**src/rtl/dmem_arbiter.sv**
```systemverilog
`default_nettype none
// ============================================================================
// Module   : dmem_arbiter
// Purpose  : Round-robin two-port arbiter sequencing data-memory accesses
//            through a fixed ack / strobe / response schedule with fault check.
// Revision : 1.0 - initial release
// ============================================================================
module dmem_arbiter #(
  parameter int MEM_BYTES   = 4096,
  parameter bit ALIGN_CHECK = 1'b1
) (
  input  logic        clk,
  input  logic        rst,
  input  logic        p0_req,
  input  logic [31:0] p0_addr,
  input  logic [31:0] p0_wdata,
  input  logic        p0_we,
  input  logic        p0_byte,
  output logic        p0_ack,
  output logic        p0_done,
  output logic [31:0] p0_rdata,
  output logic        p0_err,
  input  logic        p1_req,
  input  logic [31:0] p1_addr,
  input  logic [31:0] p1_wdata,
  input  logic        p1_we,
  input  logic        p1_byte,
  output logic        p1_ack,
  output logic        p1_done,
  output logic [31:0] p1_rdata,
  output logic        p1_err,
  output logic [31:0] mem_address,
  output logic [31:0] mem_write_data,
  output logic        mem_write_enable,
  output logic        mem_read_enable,
  output logic        mem_byte_enable,
  input  logic [31:0] mem_read_data,
  output logic        busy,
  output logic        grant
);

  localparam logic [31:0] c_byte_limit = 32'(MEM_BYTES);
  localparam logic [31:0] c_word_limit = 32'(MEM_BYTES - 4);

  typedef enum logic [1:0] {
    S_IDLE  = 2'd0,
    S_ISSUE = 2'd1,
    S_RESP  = 2'd2
  } state_t;

  state_t      r_state;
  state_t      w_state_nxt;
  logic        r_last_grant;
  logic        r_grant;
  logic [31:0] r_addr;
  logic [31:0] r_wdata;
  logic        r_we;
  logic        r_byte;
  logic        r_fault;

  logic        w_accept;
  logic        w_sel;
  logic [31:0] w_sel_addr;
  logic [31:0] w_sel_wdata;
  logic        w_sel_we;
  logic        w_sel_byte;
  logic        w_fault;
  logic [31:0] w_rdata;

  // Contention goes to the port that did not win last time.
  always_comb begin
    w_accept    = (r_state == S_IDLE) && (p0_req || p1_req);
    w_sel       = (p0_req && p1_req) ? ~r_last_grant : p1_req;
    w_sel_addr  = w_sel ? p1_addr  : p0_addr;
    w_sel_wdata = w_sel ? p1_wdata : p0_wdata;
    w_sel_we    = w_sel ? p1_we    : p0_we;
    w_sel_byte  = w_sel ? p1_byte  : p0_byte;
  end

  // Full 32-bit compares so an address near 2^32 cannot wrap into range.
  always_comb begin
    if (w_sel_byte) begin
      w_fault = (w_sel_addr >= c_byte_limit);
    end else begin
      w_fault = (w_sel_addr > c_word_limit) ||
                ((ALIGN_CHECK != 1'b0) && (w_sel_addr[1:0] != 2'b00));
    end
  end

  always_ff @(posedge clk or posedge rst) begin
    if (rst) begin
      r_state      <= S_IDLE;
      r_last_grant <= 1'b1;
      r_grant      <= 1'b0;
      r_addr       <= 32'd0;
      r_wdata      <= 32'd0;
      r_we         <= 1'b0;
      r_byte       <= 1'b0;
      r_fault      <= 1'b0;
    end else begin
      r_state <= w_state_nxt;
      if (w_accept) begin
        r_grant      <= w_sel;
        r_last_grant <= w_sel;
        r_addr       <= w_sel_addr;
        r_wdata      <= w_sel_wdata;
        r_we         <= w_sel_we;
        r_byte       <= w_sel_byte;
        r_fault      <= w_fault;
      end
    end
  end

  always_comb begin
    w_state_nxt = r_state;
    case (r_state)
      S_IDLE:  if (w_accept) w_state_nxt = S_ISSUE;
      S_ISSUE: w_state_nxt = S_RESP;
      S_RESP:  w_state_nxt = S_IDLE;
      default: w_state_nxt = S_IDLE;
    endcase
  end

  always_comb begin
    p0_ack           = w_accept && !w_sel;
    p1_ack           = w_accept &&  w_sel;
    p0_done          = (r_state == S_RESP) && !r_grant;
    p1_done          = (r_state == S_RESP) &&  r_grant;
    busy             = (r_state == S_ISSUE) || (r_state == S_RESP);
    grant            = r_grant;
    mem_address      = r_addr;
    mem_write_data   = r_wdata;
    mem_byte_enable  = r_byte;
    mem_write_enable = (r_state == S_ISSUE) &&  r_we && !r_fault;
    mem_read_enable  = (r_state == S_ISSUE) && !r_we && !r_fault;
    w_rdata          = 32'd0;
    if ((r_state == S_RESP) && !r_we && !r_fault) begin
      w_rdata = r_byte ? {24'd0, mem_read_data[7:0]} : mem_read_data;
    end
    p0_rdata = p0_done ? w_rdata : 32'd0;
    p1_rdata = p1_done ? w_rdata : 32'd0;
    p0_err   = p0_done && r_fault;
    p1_err   = p1_done && r_fault;
  end

endmodule
`default_nettype wire

```
**config.mk**
```make
export PLATFORM = sky130hd
export DESIGN_NAME = dmem_arbiter
export DESIGN_NICKNAME = d
export VERILOG_FILES = /design/src/rtl/dmem_arbiter.sv
export SDC_FILE = /design/constraint.sdc
export NUM_CORES = 1
export LEC_CHECK = 0
export CAP_MARGIN = 20
export CORE_AREA = 2 2 119 121
export CTS_BUF_LIST = sky130_fd_sc_hd__clkbuf_8
export DETAILED_ROUTE_END_ITERATION = 16
export DIE_AREA = 0 0 121 123
export PLACE_DENSITY = 0.85
export SLEW_MARGIN = 5
export SYNTH_ARGS = -nofsm -noshare
export SYNTH_HDL_FRONTEND = slang
export SYNTH_SLANG_ARGS = --single-unit
```
**constraint.sdc**
```tcl
create_clock -name clk -period 2.3 [get_ports clk]
set_input_delay 0.345 -clock clk [delete_from_list [all_inputs] [get_ports clk]]
set_output_delay 0.345 -clock clk [all_outputs]
set_load 0.01 [all_outputs]
```
==> flow_summary.yaml <==
drt:
  ant_nets: 0
  dr.pass1.iters: 4
  wire_per_inst_um: 16.5
  drtIter0Drc: 165
  drcViolationCount: 0
  vias: 4265
  vias_per_cell: 4.72
  wl_um: 14900
timing:
  fin_crit_sh_pct: 96.6
  maxSlewViolCount: 0
  hold_viol: 0
  rsz0062_at_grt: "no"
  fin_crit_ns: 2.22
  setup_violations: 0
  slew_headroom_pct: 67.0
  finClkSkew_ns: 0.0130
  worstMarginPinSlew_ns: 0.495
  fmax_mhz: 450
grt:
  grtUsageMet1_pct: 21.8
  grt.overflow.total: 0
  grt_pass1_vias: 4096
  antenna_found_initial: 0
  grt_util_met2_pct: 35.6
  gr-max-usage-layer: "met2"
  grt_pass1_wl_um: 22300
  grt_max_degree: 104
  grtUsageMet3_pct: 4.75
  grtUsageTotal_pct: 19.7
clock_tree:
  cts_sinks: 71
  cts_hold_buf: 0
  clk_transition_reported_paths_ns: 0.08
  cts_root_buf: "clkbuf_8"
  insertion_delay_ns: 0.36
  cts_buffer_depth: 2
  numCtsBuffers: 9
  cts_tree: "done"
  cts_max_level: 3
synthesis:
  ys.flop_type: "dfrtp_1"
  synth.net_count: 586
  yosys.area.top_type_share_pct: 45.3
  ys_seq_area_share_pct: 46.0
  syn_inst: 413
  syn_area_um2: 3870
  synthArstFlopShare_pct: 100
  yosysTopAreaCell: "dfrtp_1"
  yosys_register_bits: 71
  synth_area_leaders: "dfrtp_1 45%, nand2_1 9.7%, mux2i_1 8.5%"
  synth_edf_count: 0
  synth_warnings: 0
  ys_types: 33
  synth.avg_cell_area_um2: 9.36
final_layout:
  layout-drive-gt1-share_pct: 10.1
  antenna-diode-count: 0
  fin_nets: 891
  layoutNonFillerInstCount: 903
  syn_to_final_growth_pct: 88.6
  layout_commonest_cell: "clkdlybuf4s50_1"
  fillers: 1243
  finish.utilization_pct: 53.6
  layout_common_cells: "240 x clkdlybuf4s50_1, 100 x nand2_1, 70 x dfrtp_1"
worst_setup_path:
  r2r_cells: 8
  arrival_ns: 1.88
  rrSetupSlack_ns: 0.54
  cp_max_fo: 7
  cp-start-kind: "flip-flop"
  end_kind: "output pin"
  critPathKind: "reg2out"
  required_ns: 1.96
pwr:
  p_int_mw: 4.33
  power.static_leakage_nw: 3.36
  switching_share_pct: 37.2
  clkPwrFrac_pct: 14.5
  p_seq_share_pct: 32.3
  comb_power_share_pct: 53.2
  p_switching_mw: 2.57
  irDropWorstVdd_uv: 562
  p_per_area_nw_per_um2: 945
outcome:
  status: "finished clean"
floorplanning:
  fp.dieW_um: 121
  ios: 307
  die_area_um2: 14900
  row_count: 43
  start_util_pct: 28.4
  die_h_um: 123
  core_um2: 13600
placed_design:
  dpl.cell_count: 882
  gp_congestion: 0.817
  port-buffer-count: 306
  dpl.hpwl_um: 11600
flow_run:
  maxCapViolations: 0
min_path:
  min_path_type: "in2async"
==> worst max-delay path, stage by stage, from the launching register on <==
cell and delay (ns):
dfrtp_1 0.39, inv_2 0.08, buf_4 0.13, ha_4 0.19
and2_1 0.18, clkdlybuf4s50_1 0.55
==> stage by stage <==
| step | setup TNS [ns] | setup WS, ns | hold slack (ns) | cell area (um2) | power (mW) |
|---|---|---|---|---|---|
| 4_1_cts | -0.0445 | -0.0445 | 0.389 | 7280 | 6.96 |
| 6_report | 0 | 0.0793 | 0.391 | 7290 | 6.89 |
| 3_3_place_gp | 0 | 0.101 | 0.448 | 7140 | 5.79 |
| 5_1_grt | 0 | 0.00483 | 0.414 | 7290 | 7.39 |
| 2_1_floorplan | 0 | 0.160 | 0.468 | 3870 | 3.86 |
| 3_5_place_dp | 0 | 0.0630 | 0.454 | 7140 | 5.86 |
==> final timing paths <==
kind | end | start
min in group clk | mem_write_data[21] | mem_write_data[21]
max in group asynchronous | r_last_grant | rst
hold / removal | mem_write_data[29] | rst
setup reg to reg | mem_write_data[22] | r_state[0]
hold reg to reg | mem_write_data[21] | mem_write_data[21]
setup / recovery | p1_ack | r_state[0]
==> power by group through the flow <==
stage               Clock, mW  Sequential [mW]  Combinational, mW
finish                  0.997             2.22               3.67
global route             1.09             2.30               4.00
CTS                      1.04             2.22               3.70
detailed placement          0             2.24               3.63
global placement            0             2.21               3.58
floorplan                   0             2.48               1.38
==> synthesized netlist by cell type (5+ instances only) <==
master	instances
mux2i_1	33
ha_1	5
a32oi_1	33
buf_6	6
and2_1	52
buf_2	14
nor4_1	8
clkbuf_1	9
dfrtp_1	70
o21ai_1	32
and3_1	18
nand2_1	100
==> final cells by class <==
class	count	area (um2)	share of cell area [%]
Tap cell	180	225	3.09
Clock buffer	10	138	1.89
Sequential cell	71	1780	24.4
Clock inverter	6	53.8	0.738
Inverter	4	15.0	0.206
Multi-Input combinational cell	305	1940	26.6
Timing Repair Buffer	327	3140	43.1
==> sequential cells by signal, indices dropped and copies added, names as in the netlist <==
register,cells
r_fault,1
mem_address,32
r_state,2
mem_write_data,32
r_last_grant,1
grant,1
mem_byte_enable,1
r_we,1
==> repair_timing <==
action,CTS,global route
setup endpoints to repair,67,43
setup buffers,4,1
resized for setup,142,26
pin swaps,1,3
==> cells by family (layout without fill, tap and decap cells) <==
group,count (synthesis),in the layout,synth area share [%]
fa+ha+maj,5,5,1.62
flops,71,71,46.0
mux,35,35,9.13
buf+inv,37,347,5.37
compound gates,74,74,13.3
simple gates,191,191,24.6
==> metal layers <==
metal  vias up  share of wire [%]
li1       2050                  -
met1      2004                 38
met2       186                 52
met3        25                7.3
met4         0                2.7
met5         -                  0
Note: power is estimated with default switching activity, not from simulation.
